==> src/rtl/chess_clock_timer_if.sv <==
// rtl/chess_clock_timer_if.sv - FSM <-> time-keeping datapath signal bundle
//
// Purpose : groups the control inputs and time/flag outputs of the chess
//           clock timer so the FSM side and the timer side each take one port.
// Signals :
//   i_restart        load both times from i_cfg_time
//   i_cfg_time       initial seconds per player (TIME_W)
//   i_cfg_inc        Fischer increment in seconds (INC_W)
//   i_player_a_stop  low: player A's time runs
//   i_player_b_stop  low: player B's time runs
//   o_time_a/b       remaining seconds per player (registered)
//   o_player_a/b_zero high while the matching time is 0
//   o_sec_pulse      one-cycle pulse on every decrement
// Modports: master = FSM / display side, slave = timer datapath.

interface chess_clock_timer_if #(
    parameter int TIME_W = 12,
    parameter int INC_W  = 6
);
    logic              i_restart;
    logic [TIME_W-1:0] i_cfg_time;
    logic [INC_W-1:0]  i_cfg_inc;
    logic              i_player_a_stop;
    logic              i_player_b_stop;
    logic [TIME_W-1:0] o_time_a;
    logic [TIME_W-1:0] o_time_b;
    logic              o_player_a_zero;
    logic              o_player_b_zero;
    logic              o_sec_pulse;

    modport master (
        output i_restart, i_cfg_time, i_cfg_inc, i_player_a_stop, i_player_b_stop,
        input  o_time_a, o_time_b, o_player_a_zero, o_player_b_zero, o_sec_pulse
    );

    modport slave (
        input  i_restart, i_cfg_time, i_cfg_inc, i_player_a_stop, i_player_b_stop,
        output o_time_a, o_time_b, o_player_a_zero, o_player_b_zero, o_sec_pulse
    );
endinterface

==> src/rtl/chess_clock_timer.sv <==
// rtl/chess_clock_timer.sv - per-player seconds countdown with Fischer increment
//
// Purpose : keeps each player's remaining whole seconds, counts down the
//           player the FSM enables, adds the increment on hand-over and
//           reports zero flags back to the FSM.
// Ports   :
//   i_clk    system clock, rising edge
//   i_rst_n  asynchronous active-low reset (times clear to 0)
//   bus      chess_clock_timer_if.slave: restart/config/stop inputs,
//            time/zero/second-pulse outputs

module chess_clock_timer #(
    parameter int TICKS_PER_SEC = 100_000_000,
    parameter int TIME_W        = 12,
    parameter int INC_W         = 6
) (
    input  logic                  i_clk,
    input  logic                  i_rst_n,
    chess_clock_timer_if.slave    bus
);

    localparam int PS_W  = (TICKS_PER_SEC > 2) ? $clog2(TICKS_PER_SEC) : 1;
    localparam int SUM_W = ((TIME_W > INC_W) ? TIME_W : INC_W) + 1;

    localparam logic [PS_W-1:0]  PS_LAST  = PS_W'(TICKS_PER_SEC - 1);
    localparam logic [SUM_W-1:0] TIME_MAX = {{(SUM_W-TIME_W){1'b0}}, {TIME_W{1'b1}}};

    logic [PS_W-1:0]   prescaler_q, prescaler_d;
    logic [TIME_W-1:0] time_a_q, time_a_d;
    logic [TIME_W-1:0] time_b_q, time_b_d;
    logic              run_a_q, run_a_d;
    logic              run_b_q, run_b_d;
    logic              sec_pulse_q, sec_pulse_d;

    logic run_a, run_b;
    logic handover_ab, handover_ba;

    // Adds the increment in a widened sum so a large increment clamps to
    // the counter maximum instead of wrapping to a small time.
    function automatic logic [TIME_W-1:0] sat_add(input logic [TIME_W-1:0] t,
                                                 input logic [INC_W-1:0]  inc);
        logic [SUM_W-1:0] sum;
        sum = SUM_W'(t) + SUM_W'(inc);
        if (sum > TIME_MAX) begin
            return {TIME_W{1'b1}};
        end
        return sum[TIME_W-1:0];
    endfunction

    always_comb begin
        run_a = ~bus.i_player_a_stop & (time_a_q != '0);
        run_b = ~bus.i_player_b_stop & (time_b_q != '0) & ~run_a;

        // A hand-over is the outgoing player stopping while the other starts.
        // A player already at zero earns no increment for handing over.
        handover_ab = run_a_q & bus.i_player_a_stop & ~bus.i_player_b_stop & (time_a_q != '0);
        handover_ba = run_b_q & bus.i_player_b_stop & ~bus.i_player_a_stop & (time_b_q != '0);
    end

    always_comb begin
        prescaler_d = prescaler_q;
        time_a_d    = time_a_q;
        time_b_d    = time_b_q;
        run_a_d     = ~bus.i_player_a_stop;
        run_b_d     = ~bus.i_player_b_stop;
        sec_pulse_d = 1'b0;

        if (bus.i_restart) begin
            time_a_d    = bus.i_cfg_time;
            time_b_d    = bus.i_cfg_time;
            prescaler_d = '0;
            run_a_d     = 1'b0;
            run_b_d     = 1'b0;
        end else if (handover_ab) begin
            // Clearing the prescaler gives the incoming player a full second.
            time_a_d    = sat_add(time_a_q, bus.i_cfg_inc);
            prescaler_d = '0;
        end else if (handover_ba) begin
            time_b_d    = sat_add(time_b_q, bus.i_cfg_inc);
            prescaler_d = '0;
        end else if (run_a | run_b) begin
            if (prescaler_q == PS_LAST) begin
                prescaler_d = '0;
                sec_pulse_d = 1'b1;
                if (run_a) begin
                    time_a_d = time_a_q - TIME_W'(1);
                end else begin
                    time_b_d = time_b_q - TIME_W'(1);
                end
            end else begin
                prescaler_d = prescaler_q + PS_W'(1);
            end
        end
        // Otherwise hold: a paused player resumes mid-second.
    end

    always_ff @(posedge i_clk or negedge i_rst_n) begin
        if (!i_rst_n) begin
            prescaler_q <= '0;
            time_a_q    <= '0;
            time_b_q    <= '0;
            run_a_q     <= 1'b0;
            run_b_q     <= 1'b0;
            sec_pulse_q <= 1'b0;
        end else begin
            prescaler_q <= prescaler_d;
            time_a_q    <= time_a_d;
            time_b_q    <= time_b_d;
            run_a_q     <= run_a_d;
            run_b_q     <= run_b_d;
            sec_pulse_q <= sec_pulse_d;
        end
    end

    assign bus.o_time_a        = time_a_q;
    assign bus.o_time_b        = time_b_q;
    assign bus.o_player_a_zero = (time_a_q == '0);
    assign bus.o_player_b_zero = (time_b_q == '0);
    assign bus.o_sec_pulse     = sec_pulse_q;

endmodule
==> src/flat_wrapper.sv <==
// flat-port wrapper written by rule: the top's interface ports become plain ports
module chess_clock_timer_flat 
#(
    parameter int TICKS_PER_SEC = 100_000_000,
    parameter int TIME_W        = 12,
    parameter int INC_W         = 6
)
  (i_clk, i_rst_n, bus_i_restart, bus_i_cfg_time, bus_i_cfg_inc, bus_i_player_a_stop, bus_i_player_b_stop, bus_o_time_a, bus_o_time_b, bus_o_player_a_zero, bus_o_player_b_zero, bus_o_sec_pulse);
  chess_clock_timer_if #(.TIME_W(TIME_W), .INC_W(INC_W)) bus_i ();
  input  logic i_clk;
  input  logic i_rst_n;
  input wire logic [$bits(bus_i.i_restart)-1:0] bus_i_restart;
  input wire logic [$bits(bus_i.i_cfg_time)-1:0] bus_i_cfg_time;
  input wire logic [$bits(bus_i.i_cfg_inc)-1:0] bus_i_cfg_inc;
  input wire logic [$bits(bus_i.i_player_a_stop)-1:0] bus_i_player_a_stop;
  input wire logic [$bits(bus_i.i_player_b_stop)-1:0] bus_i_player_b_stop;
  output wire logic [$bits(bus_i.o_time_a)-1:0] bus_o_time_a;
  output wire logic [$bits(bus_i.o_time_b)-1:0] bus_o_time_b;
  output wire logic [$bits(bus_i.o_player_a_zero)-1:0] bus_o_player_a_zero;
  output wire logic [$bits(bus_i.o_player_b_zero)-1:0] bus_o_player_b_zero;
  output wire logic [$bits(bus_i.o_sec_pulse)-1:0] bus_o_sec_pulse;
  assign bus_i.i_restart = bus_i_restart;
  assign bus_i.i_cfg_time = bus_i_cfg_time;
  assign bus_i.i_cfg_inc = bus_i_cfg_inc;
  assign bus_i.i_player_a_stop = bus_i_player_a_stop;
  assign bus_i.i_player_b_stop = bus_i_player_b_stop;
  assign bus_o_time_a = bus_i.o_time_a;
  assign bus_o_time_b = bus_i.o_time_b;
  assign bus_o_player_a_zero = bus_i.o_player_a_zero;
  assign bus_o_player_b_zero = bus_i.o_player_b_zero;
  assign bus_o_sec_pulse = bus_i.o_sec_pulse;
  chess_clock_timer #(.TICKS_PER_SEC(TICKS_PER_SEC), .TIME_W(TIME_W), .INC_W(INC_W)) u_core (.i_clk(i_clk), .i_rst_n(i_rst_n), .bus(bus_i));
endmodule
==> config.mk <==
export PLATFORM = sky130hd
export DESIGN_NAME = chess_clock_timer_flat
export DESIGN_NICKNAME = d
export VERILOG_FILES = /design/src/rtl/chess_clock_timer_if.sv /design/src/rtl/chess_clock_timer.sv /design/src/flat_wrapper.sv
export SDC_FILE = /design/constraint.sdc
export NUM_CORES = 1
export LEC_CHECK = 0
export BUFFER_PORTS_ARGS = -buffer_cell sky130_fd_sc_hd__buf_2
export CAP_MARGIN = 5
export CELL_PAD_IN_SITES_DETAIL_PLACEMENT = 0
export CELL_PAD_IN_SITES_GLOBAL_PLACEMENT = 1
export CORE_MARGIN = 3
export CORE_UTILIZATION = 30
export CTS_CLUSTER_DIAMETER = 60
export DETAILED_ROUTE_END_ITERATION = 12
export HOLD_SLACK_MARGIN = 0.15
export PLACE_DENSITY = 0.6
export SYNTH_ARGS = -nofsm -noshare
export SYNTH_HDL_FRONTEND = slang
export SYNTH_SLANG_ARGS = --single-unit
==> constraint.sdc <==
create_clock -name i_clk -period 3.3 [get_ports i_clk]
set_clock_uncertainty 0.2 [all_clocks]
set_input_delay 0.66 -clock i_clk [delete_from_list [all_inputs] [get_ports i_clk]]
set_output_delay 0.66 -clock i_clk [all_outputs]
set_load 0.1 [all_outputs]
==> flow_metrics.py, run 1 <==
metrics = {
    "cells_and_area": {
        "area_growth_pct": 21.2,
        "drive_gt1_share_pct": 22.5,
        "layout_commonest_cell": "nor2_1",
        "fin_nets": 620,
        "insertedDiodeCount": 0,
        "final_cell_mix": "54 x nor2_1, 48 x nand2_1, 47 x buf_2",
    },
    "logic_synthesis": {
        "synthTopCellsByArea": "dfrtp_1 32%, nor2_1 5.0%, a21oi_1 4.6%",
        "async_reset_ff_share_pct": 100,
        "synth_edf_count": 0,
        "yosys_warnings": 0,
        "synth_nets": 561,
        "ys_seq_area_share_pct": 32.1,
        "yosysTopAreaCell": "dfrtp_1",
        "syn_avg_cell_area_sq_um": 8.08,
        "synth_seq_cells": 54,
        "ys_types": 76,
        "syn_inst": 521,
        "synth_top_area_share_pct": 32.1,
        "synth_flop_cell": "dfrtp_1",
        "synthesis.area_sq_mm": 0.00421,
    },
    "placed_design": {
        "portBuffers": 49,
        "place_hpwl_um": 10700,
        "gp_congestion": 0.840,
        "place_ws_ns": 0.0106,
    },
    "clock_tree": {
        "cts_sinks": 54,
        "insertion_delay_ns": 0.30,
        "path_clk_slew_ns": 0.07,
        "cts-root-buf": "clkbuf_16",
        "clockBufferDepth": 2,
        "h-tree-depth": 2,
        "numCtsBuffers": 5,
        "tritoncts": "built",
        "ctsHoldBuffers": 0,
    },
    "global_routing": {
        "grt_busiest_layer": "met2",
        "antenna_found_initial": 0,
        "grt_start_max_net_pins": 32,
        "grt_util_met2_pct": 30.3,
        "grt_pass1_vias": 4228,
        "grt_use_met1_pct": 24.1,
        "overflow": 0,
        "grtUsageTotal_pct": 18.0,
        "use_met3_pct": 2.44,
        "grt_pass1_wl_um": 23000,
    },
    "run_status": {
        "status": "finished clean",
    },
    "timing": {
        "hold_viol_final": 0,
        "finalCritPeriodShare_pct": 97.6,
        "period_needed_ns": 3.22,
        "fmax_ghz": 0.311,
        "fin_setup_tns_ns": 0,
        "rsz0062_at_grt": "no",
        "fin_ws_ns": 0.0802,
        "tightest_slew_ns": 0.648,
        "slew_violations": 0,
        "maxSlewHeadroom_pct": 56.5,
        "setup_viol_count_final": 0,
    },
    "power_and_ir_drop": {
        "ir_drop_mv": 0.186,
        "p_leak_nw": 1.97,
        "p_int_mw": 1.32,
        "p_comb_share_pct": 42.5,
        "seqPwrFrac_pct": 34.3,
        "p_sw_share_pct": 45.0,
        "powerDensity_mw_per_mm2": 469,
        "p_switching_mw": 1.08,
        "p_clk_share_pct": 23.1,
    },
    "drt": {
        "routedWlPerCell_um": 18.6,
        "first_iter_violations": 231,
        "num_vias": 4274,
        "viasPerCell": 5.65,
        "ant_nets": 0,
        "drc": 0,
        "first_pass_iters": 4,
        "drt_wl_total_um": 14100,
    },
    "critical_path": {
        "critPathLaunchType": "register",
        "path_cells": "inv_4 -> ha_4 -> or4b_1 -> or4_4 -> clkinvlp_4 -> buf_12",
        "endpoint_kind": "primary output",
        "cp.required_ns": 2.44,
        "r2r_cells": 8,
        "crit_fanout": 6,
        "cp_top_family": "simple AND/OR/NAND/NOR gates",
        "worst-path-buf-inv": 3,
        "crit_cells": 6,
        "arrival_ns": 2.36,
        "crit_path_top_delay_cell": "dfrtp_4",
        "slowest_delay_ns": 0.52,
        "crit_type": "register to primary output",
    },
    "job": {
        "cap_violations": 0,
    },
    "die": {
        "core-area_sq_mm": 0.0135,
        "rows": 42,
        "io_pins": 50,
        "dieArea_sq_mm": 0.0155,
        "die_h_um": 124,
        "die_x_um": 124,
        "start_util_pct": 31.2,
    },
    "worst_hold_path": {
        "hold_path_class": "input pin to asynchronous set/reset pin",
    },
}
-- synth_stat cells (3+ instances only) --
cell type,n
a2111oi_0,3
a211oi_1,8
a21oi_1,39
a31oi_1,23
a32oi_1,3
and2_1,3
and3_1,7
and4_1,4
buf_2,5
clkbuf_1,16
dfrtp_1,54
ha_1,15
inv_1,24
nand2_1,49
nand3_1,23
nand4_1,11
nor2_1,56
nor3_1,13
nor4_1,7
o211ai_1,3
o21a_1,3
o21ai_0,26
o21ai_1,3
o221ai_1,6
o22ai_1,3
o31ai_1,10
or2_2,3
or3_1,5
or4_1,8
xnor2_1,22
xor2_1,6
-- worst reg2reg max path: cells and delay by family (launching register included) --
| family | cells | cell delay [ns] |
|---|---|---|
| AND/OR/NAND/NOR | 3 | 1.14 |
| AO/OA/AOI/OAI | 3 | 0.99 |
| flip-flops | 1 | 0.52 |
| adder cells (fa/ha/maj) | 1 | 0.14 |
| buffers and inverters | 1 | 0.08 |
-- per-layer routing --
layer / wire (um) / up-vias
met5: 0 / -
met4: 323 / 0
met3: 460 / 15
met2: 6740 / 101
met1: 6570 / 2076
li1: - / 2082
-- kinds of logic (layout without fill, tap and decap cells) --
group	after synthesis	after routing	share of synthesized area (%)
adders and majority gates	17	17	5.41
and+or+nand+nor	208	208	24.9
muxes	2	2	0.535
xor gates and xnor gates	28	28	5.82
DFF	54	54	32.1
AOI/OAI and AO/OA	165	165	26.7
buffers and inverters	47	107	4.55
-- through the flow --
stage               cells  utilization (%)  power (mW)  instance area (sq um)  hold slack, ns
global placement      746             36.5        1.85                   4920           0.316
CTS                   754             37.6        2.42                   5080           0.171
global route          757             37.8        2.54                   5100           0.195
floorplan             521                -        1.59                   4360           0.164
detailed placement    746             36.5        1.85                   4920           0.343
finish                757             37.8        2.39                   5100           0.160
-- path summary, 6_finish.rpt --
| kind | to | slack [ns] | start |
|---|---|---|---|
| setup / recovery | bus_o_player_b_zero | 0.08 | u_core.bus.o_time_b[0] |
| hold / removal | u_core.bus.o_sec_pulse | 0.16 | i_rst_n |
| setup reg to reg | u_core.prescaler_q[14] | 0.13 | u_core.bus.o_time_b[0] |
| hold reg to reg | u_core.prescaler_q[23] | 0.35 | u_core.prescaler_q[23] |
| max in group asynchronous | u_core.bus.o_time_b[0] | 2.14 | i_rst_n |
| min in group i_clk | u_core.prescaler_q[23] | 0.35 | u_core.prescaler_q[23] |
-- power by group through the flow --
| stage | clock (mW) | combinational, mW | sequential (mW) |
|---|---|---|---|
| detailed placement | 0 | 1.02 | 0.834 |
| finish | 0.553 | 1.02 | 0.822 |
| global placement | 0 | 1.02 | 0.831 |
| CTS | 0.578 | 1.02 | 0.821 |
| global route | 0.607 | 1.10 | 0.834 |
| floorplan | 0 | 0.435 | 1.15 |
-- flip-flops by register name, indices dropped and copies added, names as in the netlist --
register                flops
u_core.prescaler_q         27
u_core.bus.o_time_b        12
u_core.bus.o_sec_pulse      1
u_core.run_b_q              1
u_core.run_a_q              1
u_core.bus.o_time_a        12
-- cell type report --
cell class              instances  area, sq um
clock inverters                 2         12.5
flip-flops and latches         54         1390
multi-input cells             420         2750
repair buffers                 75          483
clock buffers                   6          139
well taps                     176          220
fillers                      1395         8400
inverters                      24          103
-- timing repair --
item,CTS,global route
resized for setup,1,0
pin swaps,0,1
buffers inserted,0,3
cloned,0,0
setup endpoints to repair,1,2
Power figures use the tool's default switching activity.
==> run 2: changes to the inputs <==
--- a/config.mk
+++ b/config.mk
@@ -14,7 +14,7 @@
 export CTS_CLUSTER_DIAMETER = 60
 export DETAILED_ROUTE_END_ITERATION = 12
 export HOLD_SLACK_MARGIN = 0.15
-export PLACE_DENSITY = 0.6
+export PLACE_DENSITY = 0.68
 export SYNTH_ARGS = -nofsm -noshare
 export SYNTH_HDL_FRONTEND = slang
 export SYNTH_SLANG_ARGS = --single-unit
==> flow_metrics.py, run 2 (same netlist as run 1, synthesis figures left out) <==
metrics = {
    "run_status": {
        "status": "finished clean",
    },
    "critical_path": {
        "endpoint_kind": "primary output",
        "arrival_ns": 2.36,
        "crit_fanout": 6,
        "crit_type": "register to primary output",
        "cp.required_ns": 2.44,
        "critPathLaunchType": "register",
    },
    "worst_hold_path": {
        "hold_path_class": "input pin to asynchronous set/reset pin",
    },
    "drt": {
        "first_iter_violations": 277,
        "viasPerCell": 5.69,
        "first_pass_iters": 5,
        "drt_wl_total_um": 13700,
        "routedWlPerCell_um": 18.0,
        "ant_nets": 0,
        "drc": 0,
        "num_vias": 4331,
    },
    "global_routing": {
        "overflow": 0,
        "grt_start_max_net_pins": 31,
        "grt_pass1_wl_um": 22500,
        "grt_pass1_vias": 4217,
        "antenna_found_initial": 0,
        "grtUsageTotal_pct": 17.4,
    },
    "die": {
        "dieArea_sq_mm": 0.0155,
        "core-area_sq_mm": 0.0135,
        "io_pins": 50,
        "die_x_um": 124,
        "rows": 42,
        "die_h_um": 124,
        "start_util_pct": 31.2,
    },
    "cells_and_area": {
        "final_cell_mix": "54 x nor2_1, 48 x nand2_1, 47 x buf_2",
        "layout_commonest_cell": "nor2_1",
        "final_cells": 761,
        "largest_register_ffs": 27,
        "area_growth_pct": 22.3,
        "regMostFlops": "u_core.prescaler_q",
        "insertedDiodeCount": 0,
        "fin_nets": 624,
        "post-route-util_pct": 38.1,
        "drive_gt1_share_pct": 23.2,
    },
    "timing": {
        "fmax_ghz": 0.311,
        "setup_viol_count_final": 0,
        "slew_violations": 0,
        "finalCritPeriodShare_pct": 97.5,
        "holdWs_ns": 0.179,
        "period_needed_ns": 3.22,
        "hold_viol_final": 0,
        "tightest_slew_ns": 0.659,
        "rsz0062_at_grt": "no",
        "maxSlewHeadroom_pct": 56.0,
    },
    "clock_tree": {
        "cts_sinks": 54,
        "ctsHoldBuffers": 0,
        "tritoncts": "built",
        "insertion_delay_ns": 0.30,
        "h-tree-depth": 2,
        "numCtsBuffers": 5,
        "path_clk_slew_ns": 0.08,
        "clockBufferDepth": 2,
        "cts-root-buf": "clkbuf_16",
    },
    "power_and_ir_drop": {
        "p_leak_nw": 2.00,
        "power_mw": 2.49,
        "powerDensity_mw_per_mm2": 484,
        "ir_drop_mv": 0.186,
    },
    "job": {
        "cap_violations": 0,
    },
    "placed_design": {
        "dp.cells": 749,
        "portBuffers": 49,
        "gp_congestion": 0.885,
        "place_hpwl_um": 10500,
    },
}
==> run 2: cell type report <==
| type | instances | area, sq um |
|---|---|---|
| clock buffer | 6 | 139 |
| tap | 176 | 220 |
| clock inverter | 2 | 38.8 |
| fill | 1405 | 8350 |
| sequential | 54 | 1390 |
| inverter | 24 | 103 |
| multi-input combinational | 420 | 2760 |
| timing repair buffer | 79 | 500 |
==> run 2: timing repair <==
action,4_1_cts,5_1_grt
cloned,0,0
resized for setup,2,1
endpoints found under the setup margin,2,8
buffers inserted,0,4
pin swaps,0,1
==> run 2: critical path: stages, from the launching register on <==
cell and delay (ns):
dfrtp_4 0.52, inv_4 0.08, ha_4 0.13, or4b_1 0.47, or4_4 0.50, clkinvlp_4 0.16, buf_12 0.18
==> run 2: layer usage <==
metal  vias up  part of all wire (%)  global-route usage, %
met5         -                     0                      0
met4         0                   1.5                   3.80
met3        12                   4.5                   2.79
met2       108                    48                   29.3
met1      2112                    46                   23.5
li1       2099                     -                      -
==> run 2: stage by stage <==
stage	setup slack [ns]	cell area [sq um]	setup TNS, ns
finish	0.0836	5150	0
CTS	0.0276	5120	0
global route	0.0235	5150	0
floorplan	-0.125	4360	-1.03
detailed placement	0.0435	4930	0
global placement	0.0722	4930	0
==> run 2: final timing paths <==
check	start	end	slack, ns	cells past startpoint
worst max-delay path	u_core.bus.o_time_b[1]	bus_o_player_b_zero	0.08	6
worst max register to register	u_core.bus.o_time_b[1]	u_core.prescaler_q[3]	0.22	11
worst min register to register	u_core.prescaler_q[23]	u_core.prescaler_q[23]	0.33	1
worst min-delay path	i_rst_n	u_core.prescaler_q[26]	0.18	1
min in group i_clk	u_core.prescaler_q[23]	u_core.prescaler_q[23]	0.33	1
max in group asynchronous	i_rst_n	u_core.bus.o_time_b[6]	2.09	2
==> run 2: report_power, final <==
| group | internal, mW | switching (mW) |
|---|---|---|
| sequential | 0.725 | 0.0899 |
| combinational | 0.293 | 0.731 |
| clock | 0.383 | 0.269 |
| total | 1.40 | 1.09 |
